$ cat src/rtl/joy_frame_sched_if.sv
// Bus between the video/joystick side and joy_frame_sched: vblank and raw
// buttons in, frame tick and debounced button state out.
interface joy_frame_sched_if;
  logic        vblank;
  logic [4:0]  joy;
  logic        frame_tick;
  logic [4:0]  btn_level;
  logic [4:0]  btn_press;
  logic [15:0] frame_cnt;

  modport master (output vblank, joy,
                  input  frame_tick, btn_level, btn_press, frame_cnt);
  modport slave  (input  vblank, joy,
                  output frame_tick, btn_level, btn_press, frame_cnt);
endinterface

$ cat src/rtl/joy_frame_sched.sv
// Frame-synchronous joystick debouncer with SOCD cleaning and a frame counter.
// Optional direction auto-repeat: define JOY_FRAME_SCHED_AUTOREPEAT_EN.
//   state    | meaning
//   S_IDLE   | direction released, waiting for a press
//   S_DELAY  | pressed, counting frames until the first repeat
//   S_REPEAT | repeating, one pulse every REP_RATE frames
module joy_frame_sched #(
  parameter int DEB_FRAMES = 2,
  parameter int REP_DELAY  = 20,
  parameter int REP_RATE   = 6
) (
  input  logic               clk_sys,
  input  logic               reset,
  joy_frame_sched_if.slave   bus
);

  localparam logic [3:0] DEB_CNT = 4'(DEB_FRAMES);

  logic        r_vblank_q;
  logic        r_tick;
  logic [4:0]  r_level;
  logic [4:0]  r_press;
  logic [15:0] r_frame_cnt;
  logic [3:0]  r_deb_cnt [5];

  logic        w_edge;
  logic [4:0]  w_sample;
  logic [4:0]  w_level_nxt;
  logic [4:0]  w_rise;
  logic [4:0]  w_press_all;
  logic [3:0]  w_deb_nxt [5];

  assign w_edge = bus.vblank & ~r_vblank_q;

  // Opposing directions cancel; fire passes through untouched.
  always_comb begin
    w_sample = bus.joy;
    if (bus.joy[3] && bus.joy[2]) w_sample[3:2] = 2'b00;
    if (bus.joy[1] && bus.joy[0]) w_sample[1:0] = 2'b00;
  end

  always_comb begin
    w_level_nxt = r_level;
    w_deb_nxt   = r_deb_cnt;
    w_rise      = '0;
    if (w_edge) begin
      for (int i = 0; i < 5; i++) begin
        if (w_sample[i] == r_level[i]) begin
          w_deb_nxt[i] = '0;
        end else if (r_deb_cnt[i] + 4'd1 == DEB_CNT) begin
          w_level_nxt[i] = ~r_level[i];
          w_deb_nxt[i]   = '0;
        end else begin
          w_deb_nxt[i] = r_deb_cnt[i] + 4'd1;
        end
      end
      w_rise = w_level_nxt & ~r_level;
    end
  end

`ifdef JOY_FRAME_SCHED_AUTOREPEAT_EN
  typedef enum logic [1:0] {S_IDLE, S_DELAY, S_REPEAT} rep_state_t;

  localparam logic [7:0] DLY_CNT  = 8'(REP_DELAY);
  localparam logic [7:0] RATE_CNT = 8'(REP_RATE);

  rep_state_t r_rep_state [4];
  rep_state_t w_rep_state_nxt [4];
  logic [7:0] r_rep_cnt [4];
  logic [7:0] w_rep_cnt_nxt [4];
  logic [3:0] w_rep_pulse;

  always_ff @(posedge clk_sys) begin
    if (reset) begin
      for (int i = 0; i < 4; i++) begin
        r_rep_state[i] <= S_IDLE;
        r_rep_cnt[i]   <= '0;
      end
    end else begin
      r_rep_state <= w_rep_state_nxt;
      r_rep_cnt   <= w_rep_cnt_nxt;
    end
  end

  always_comb begin
    w_rep_state_nxt = r_rep_state;
    w_rep_cnt_nxt   = r_rep_cnt;
    w_rep_pulse     = '0;
    if (w_edge) begin
      for (int i = 0; i < 4; i++) begin
        if (!w_level_nxt[i]) begin
          w_rep_state_nxt[i] = S_IDLE;
          w_rep_cnt_nxt[i]   = '0;
        end else begin
          case (r_rep_state[i])
            S_IDLE: begin
              if (w_rise[i]) begin
                w_rep_state_nxt[i] = S_DELAY;
                w_rep_cnt_nxt[i]   = '0;
              end
            end
            S_DELAY: begin
              if (r_rep_cnt[i] + 8'd1 == DLY_CNT) begin
                w_rep_state_nxt[i] = S_REPEAT;
                w_rep_cnt_nxt[i]   = '0;
                w_rep_pulse[i]     = 1'b1;
              end else begin
                w_rep_cnt_nxt[i] = r_rep_cnt[i] + 8'd1;
              end
            end
            S_REPEAT: begin
              if (r_rep_cnt[i] + 8'd1 == RATE_CNT) begin
                w_rep_cnt_nxt[i] = '0;
                w_rep_pulse[i]   = 1'b1;
              end else begin
                w_rep_cnt_nxt[i] = r_rep_cnt[i] + 8'd1;
              end
            end
            default: begin
              w_rep_state_nxt[i] = S_IDLE;
              w_rep_cnt_nxt[i]   = '0;
            end
          endcase
        end
      end
    end
  end

  assign w_press_all = w_rise | {1'b0, w_rep_pulse};
`else
  logic w_unused_rep_cfg;
  assign w_unused_rep_cfg = ^{8'(REP_DELAY), 8'(REP_RATE)};
  assign w_press_all      = w_rise;
`endif

  always_ff @(posedge clk_sys) begin
    if (reset) begin
      r_vblank_q  <= 1'b0;
      r_tick      <= 1'b0;
      r_level     <= '0;
      r_press     <= '0;
      r_frame_cnt <= '0;
      for (int i = 0; i < 5; i++) r_deb_cnt[i] <= '0;
    end else begin
      r_vblank_q <= bus.vblank;
      r_tick     <= w_edge;
      r_level    <= w_level_nxt;
      r_deb_cnt  <= w_deb_nxt;
      r_press    <= w_press_all;
      if (w_edge) r_frame_cnt <= r_frame_cnt + 16'd1;
    end
  end

  assign bus.frame_tick = r_tick;
  assign bus.btn_level  = r_level;
  assign bus.btn_press  = r_press;
  assign bus.frame_cnt  = r_frame_cnt;

endmodule

$ cat src/flat_wrapper.sv
// flat-port wrapper written by rule: the top's interface ports become plain ports
module joy_frame_sched_flat 
#(
  parameter int DEB_FRAMES = 2,
  parameter int REP_DELAY  = 20,
  parameter int REP_RATE   = 6
)
  (clk_sys, reset, bus_vblank, bus_joy, bus_frame_tick, bus_btn_level, bus_btn_press, bus_frame_cnt);
  joy_frame_sched_if bus_i ();
  input  logic clk_sys;
  input  logic reset;
  input wire logic [$bits(bus_i.vblank)-1:0] bus_vblank;
  input wire logic [$bits(bus_i.joy)-1:0] bus_joy;
  output wire logic [$bits(bus_i.frame_tick)-1:0] bus_frame_tick;
  output wire logic [$bits(bus_i.btn_level)-1:0] bus_btn_level;
  output wire logic [$bits(bus_i.btn_press)-1:0] bus_btn_press;
  output wire logic [$bits(bus_i.frame_cnt)-1:0] bus_frame_cnt;
  assign bus_i.vblank = bus_vblank;
  assign bus_i.joy = bus_joy;
  assign bus_frame_tick = bus_i.frame_tick;
  assign bus_btn_level = bus_i.btn_level;
  assign bus_btn_press = bus_i.btn_press;
  assign bus_frame_cnt = bus_i.frame_cnt;
  joy_frame_sched #(.DEB_FRAMES(DEB_FRAMES), .REP_DELAY(REP_DELAY), .REP_RATE(REP_RATE)) u_core (.clk_sys(clk_sys), .reset(reset), .bus(bus_i));
endmodule
$ cat config.mk
export PLATFORM = sky130hd
export DESIGN_NAME = joy_frame_sched_flat
export DESIGN_NICKNAME = d
export VERILOG_FILES = /design/src/rtl/joy_frame_sched_if.sv /design/src/rtl/joy_frame_sched.sv /design/src/flat_wrapper.sv
export SDC_FILE = /design/constraint.sdc
export NUM_CORES = 1
export LEC_CHECK = 0
export CORE_UTILIZATION = 40
export CTS_BUF_LIST = sky130_fd_sc_hd__clkbuf_4 sky130_fd_sc_hd__clkbuf_8
export DETAILED_ROUTE_END_ITERATION = 6
export SLEW_MARGIN = 20
export SYNTH_ARGS = -nofsm -noshare
export SYNTH_HDL_FRONTEND = slang
export SYNTH_SLANG_ARGS = --single-unit
$ cat constraint.sdc
create_clock -name clk_sys -period 1.7 [get_ports clk_sys]
set_input_delay 0.51 -clock clk_sys [delete_from_list [all_inputs] [get_ports clk_sys]]
set_output_delay 0.51 -clock clk_sys [all_outputs]
set_load 0.02 [all_outputs]
==> run metrics, run 1 <==
Critical Path AT=1.93 ns; die width=80.04 um; Placed Area=0.003055 mm^2; DRT Pass-1 Iters=4; gpl congestion=0.7375; Final Cycle Share=0.9996; Async S/R FF share, synth=0; Post-Route WL=5.291 mm; Syn. warnings=0; PnR worst setup slack=0.0007350 ns; post-DR vias/cell=5.246; Clock Sinks=48; #FFs+latches synth=48; Finished Cell Area=0.003209 mm^2; clock-pin slew on the worst setup and hold paths=0.08 ns; TritonCTS Buffers=5; Routed Antenna Nets=0; EDFF count, synth=0; Rows=28; Synth area leaders=dfxtp_1 39%, ha_1 5.6%, xnor2_1 4.7%, a21oi_1 4.1%, nor2_1 4.0%; cell taking the most area after synthesis=dfxtp_1; Initial Util=0.4139; antenna violations before repair=0; Clk Latency, worst-skew pair=0.30 ns; Final min period=1.699 ns; Final Hold Fails=0; Post-route DRC=0; diode count=0; relative slew slack=0.6511; # nets final=370; critical setup path kind=flop to flop; total power draw=2117 uW; Total GRT Usage=0.1819; Pwr per Cell Area=659.6 mW/mm^2; Max IR drop VDD=0.4234 mV; Via Count=2240; worst-path fanout max=5; Worst EP required=1.93 ns; fraction of layout instances using a drive strength above 1=0.1989; Max Cap Violations=0; pre-CTS setup slack=-0.3300 ns; Worst setup SP type=flop; vias in the first global route=2112; Pins Over Slew Limit=0; final global-route overflow total=0; RSZ-0062 raised after global routing=yes; Ports=35; clk buf depth=2; Die Area=0.006406 mm^2; first-pass GRT wire length=9.197 mm; cells after synthesis=291; run status=completed; hold_buf cts=0; Final Setup Violations=0; drt wl/cell=12.39 um; fmax=0.5885 GHz; Die Ht=80.04 um; top_reg_cell synth=dfxtp_1; HPWL after DPL=3.745 mm; post-synth top area share=0.3945; most numerous cell in the Yosys netlist=dfxtp_1; most common library cells after synthesis=48 x dfxtp_1, 26 x nor2_1, 23 x inv_1; Worst Hold Class=flop to flop; First DRT Iteration DRCs=91; Net Count, Synth=310; IO buf count=34; final clock skew=0.005473 ns; CP Capture Type=flop; CTS root buffer=clkbuf_8; H-Tree Depth=2; Synth cell types=32; Static Leak=0.001262 uW; Syn Std Cell Area=0.002436 mm^2; synth-to-layout area growth=31.74%; Seq/Total Area, Yosys=0.3945; Worst-Margin Slew=0.5196 ns; TritonCTS clock tree=done; CORE AREA=0.005886 mm^2; Post-Syn Area per Cell=8.371 um^2; pin count of the biggest net entering global routing=43
logic make-up (layout without fill, tap and decap cells):
group / count (synthesis) / in the layout / share of synthesized area
and+or+nand+nor: 123 / 123 / 0.2650
AOI/OAI and AO/OA: 52 / 52 / 0.1428
DFF: 48 / 48 / 0.3945
buffers and inverters: 35 / 96 / 0.05495
xor gates and xnor gates: 15 / 15 / 0.05393
adders and majority gates: 11 / 11 / 0.05650
muxes: 7 / 7 / 0.03236
timing repair:
action | CTS | global route
endpoints found under the setup margin | 29 | 20
buffers inserted | 0 | 1
pin swaps | 1 | 4
gates resized for setup | 28 | 18
registers in the layout, indices dropped and copies added (netlist names):
name and flops:
u_core.r_deb_cnt 20, u_core.bus.frame_cnt 16, u_core.bus.btn_level 5, u_core.bus.btn_press 5, u_core.bus.frame_tick 1, u_core.r_vblank_q 1
cell type report:
| cell class | instances | area [um^2] |
|---|---|---|
| fill | 565 | 2676 |
| multi-input combinational | 208 | 1419 |
| sequential | 48 | 963.4 |
| timing repair buffer | 65 | 549.3 |
| clock buffer | 8 | 97.59 |
| tap | 75 | 93.84 |
| inverter | 23 | 86.33 |
critical path, stage by stage, from the launching register on:
cell     delay, ns
dfxtp_2       0.36
ha_2          0.21
and3_4        0.17
a31o_1        0.24
or4_4         0.53
a21oi_2       0.12
layout by cell type, fill, tap and decap left out, types with 2 or more instances in the layout:
cell / count
clkbuf_4: 2
nand2_1: 16
a21oi_2: 2
nand2b_1: 7
nor2_1: 24
nor3_1: 14
nor4_1: 5
o32ai_1: 8
a21oi_1: 18
clkdlybuf4s50_1: 5
nand3b_1: 6
buf_4: 30
nand3_1: 14
xnor2_2: 3
clkbuf_8: 6
xor2_1: 2
nor4_2: 2
mux2_2: 7
o21ai_0: 7
inv_1: 22
ha_1: 9
dfxtp_1: 46
a211o_1: 4
a21boi_0: 4
a31o_2: 6
xnor2_1: 10
nand4_1: 8
nor2_2: 2
dlygate4sd2_1: 27
dfxtp_2: 2
or3_1: 8
nor2b_1: 10
or4_1: 2
metrics by stage:
step	setup TNS, ns	util	hold slack [ns]	std cells
floorplan	0	-	0.4707	291
global placement	-8.823	0.5191	0.4813	418
detailed placement	-9.550	0.5191	0.4861	418
CTS	0	0.5302	0.4792	426
global route	-0.1168	0.5453	0.5137	427
finish	0	0.5453	0.4931	427
layer usage:
layer / wire (um) / track usage / part of all wire / vias up
met3: 182 / 0.03886 / 0.034 / 10
li1: - / - / - / 1147
met4: 104 / 0.08393 / 0.020 / 0
met5: 0 / 0 / 0 / -
met2: 2368 / 0.3043 / 0.45 / 38
met1: 2635 / 0.2216 / 0.50 / 1045
path summary, 6_finish.rpt:
kind	slack (ns)	end	cells past startpoint	startpoint
setup / recovery	0.0007	u_core.r_deb_cnt[0]	5	u_core.r_deb_cnt[0]
hold / removal	0.49	u_core.r_deb_cnt[1]	2	u_core.r_deb_cnt[1]
setup reg to reg	0.0007	u_core.r_deb_cnt[0]	5	u_core.r_deb_cnt[0]
hold reg to reg	0.49	u_core.r_deb_cnt[1]	2	u_core.r_deb_cnt[1]
power breakdown:
part | total [uW] | switching (uW) | internal, uW
combinational | 224 | 121 | 103
sequential | 1160 | 16.5 | 1140
clock | 737 | 373 | 364
total | 2120 | 511 | 1610
Power figures use the tool's default switching activity.
==> inputs of run 2 (changes only) <==
--- a/config.mk
+++ b/config.mk
@@ -5,6 +5,7 @@
 export SDC_FILE = /design/constraint.sdc
 export NUM_CORES = 1
 export LEC_CHECK = 0
+export CORE_ASPECT_RATIO = 0.9
 export CORE_UTILIZATION = 40
 export CTS_BUF_LIST = sky130_fd_sc_hd__clkbuf_4 sky130_fd_sc_hd__clkbuf_8
 export DETAILED_ROUTE_END_ITERATION = 6
==> run 2 against run 1 <==
The flow now finishes with violations (design-rule violations, negative setup slack). Global-route usage decreased by 0.54 points. First-iteration DRC count is 2.2% higher. Via count decreased by 0.71%. Clock skew rose by 0.0056 ns. Critical path depth up 1. Core utilization rose by 1.2 points. Critical endpoint unchanged.
==> run metrics, run 2 (same netlist as run 1, synthesis figures left out) <==
run status=finished, violations left; failing checks=design-rule violations, negative setup slack; Pins Over Slew Limit=0; CORE AREA=0.005791 mm^2; # nets final=376; synth-to-layout area growth=32.36%; Largest Register=u_core.r_deb_cnt; Worst-Margin Slew=0.4656 ns; TritonCTS clock tree=done; Largest register FFs=20; Critical Path AT=1.94 ns; CTS root buffer=clkbuf_8; hold_buf cts=0; Total GRT Usage=0.1765; H-Tree Depth=2; hold slack=0.4994 ns; Worst Hold Class=flop to flop; Max Cap Violations=0; vias in the first global route=2087; Final min period=1.703 ns; Rows=26; Clock Sinks=48; Final Setup Violations=1; RSZ-0062 raised after global routing=yes; Static Leak=0.001292 uW; Die Ht=76.04 um; diode count=0; commonest non-fill, non-tap cell in the layout=dfxtp_1; delay-heaviest family, CP=simple AND/OR/NAND/NOR gates; final global-route overflow total=0; fill cell count=560; Final Hold Fails=0; HPWL after DPL=3.984 mm; Util after Layout=0.5568; Max IR drop VDD=0.4325 mV; Die Area=0.006407 mm^2; Clk Latency, worst-skew pair=0.30 ns; Initial Util=0.4207; DRT Pass-1 Iters=6; most frequent cells in the layout=47 x dfxtp_1, 35 x buf_4, 27 x dlygate4sd2_1; pre-CTS setup slack=-0.2767 ns; die width=84.26 um; PnR worst setup slack=-0.002657 ns; first-pass GRT wire length=9.232 mm; Worst setup SP type=flop; total power draw=2120 uW; drt wl/cell=12.78 um; CP Buf/Inv Count=1; cell at the slowest stage of the critical path=or4_4; Final Cycle Share=1.002; First DRT Iteration DRCs=93; fraction of layout instances using a drive strength above 1=0.2011; TritonCTS Buffers=5; gpl congestion=0.7583; Post-route DRC=6; Via Count=2224; Ports=35; slowest cell delay on critical path=0.54 ns; CP Capture Type=flop; clock-pin slew on the worst setup and hold paths=0.09 ns; clk buf depth=2; worst path cell trace=inv_2 > ha_2 > nor4b_1 > a31o_1 > or4_4 > a21oi_2; relative slew slack=0.6873; pin count of the biggest net entering global routing=23; Pwr per Cell Area=657.6 mW/mm^2; fmax=0.5873 GHz; Routed Antenna Nets=0; Post-Route WL=5.471 mm; final clock skew=0.01111 ns; Worst EP required=1.93 ns; critical setup path kind=flop to flop; worst-path fanout max=4; antenna violations before repair=0; IO buf count=34; post-DR vias/cell=5.196
==> run 2: cell count changes in the layout (fill, tap and decap cells not counted), sizes merged <==
| cell | change |
|---|---|
| buf | +6 |
==> run 2: path summary, 6_finish.rpt <==
kind | cells past startpoint | from | endpoint | slack, ns
min | 1 | u_core.bus.btn_level[4] | u_core.bus.btn_press[4] | 0.50
min reg2reg | 1 | u_core.bus.btn_level[4] | u_core.bus.btn_press[4] | 0.50
max | 6 | u_core.r_deb_cnt[1] | u_core.r_deb_cnt[0] | -0.003
max reg2reg | 6 | u_core.r_deb_cnt[1] | u_core.r_deb_cnt[0] | -0.003
==> run 2: repair_timing <==
item	CTS	global route
endpoints found under the setup margin	29	26
buffers inserted	1	1
resized for setup	28	15
endpoints found under the hold margin	0	0
gates cloned	0	0
pin swaps	2	6
==> run 2: layer usage <==
metal | track usage | wire length, um | vias to the layer above
met2 | 0.2844 | 2490 | 30
li1 | - | - | 1160
met4 | 0.06207 | 54 | 0
met1 | 0.2373 | 2780 | 1030
met5 | 0 | 0 | -
met3 | 0.03142 | 145 | 4
==> run 2: worst register-to-register path, stage by stage (launching register included) <==
cell	delay, ns
dfxtp_4	0.38
inv_2	0.03
ha_2	0.16
nor4b_1	0.15
a31o_1	0.22
or4_4	0.54
a21oi_2	0.15
==> run 2: area by class of cell <==
cell class,instances,area [um^2],share of cell area
tap,70,87.58,0.02716
inverter,23,86.33,0.02678
clock buffer,8,97.59,0.03027
sequential,48,964.7,0.2992
multi-input combinational,208,1390,0.4311
timing repair buffer,71,598.1,0.1855
==> run 2: metrics by stage <==
step	setup TNS (ns)	instances	cell area (um^2)
finish	-0.002657	428	3224
global route	-0.06153	428	3224
CTS	0	428	3167
detailed placement	-9.252	419	3094
global placement	-9.203	419	3094
floorplan	0	291	2436
==> run 2: report_power, final <==
part | leakage (uW) | total, uW | switching, uW | internal [uW]
registers | 0.000389 | 1150 | 13.9 | 1140
clock network | 0.0000523 | 735 | 371 | 365
logic | 0.000851 | 234 | 124 | 110
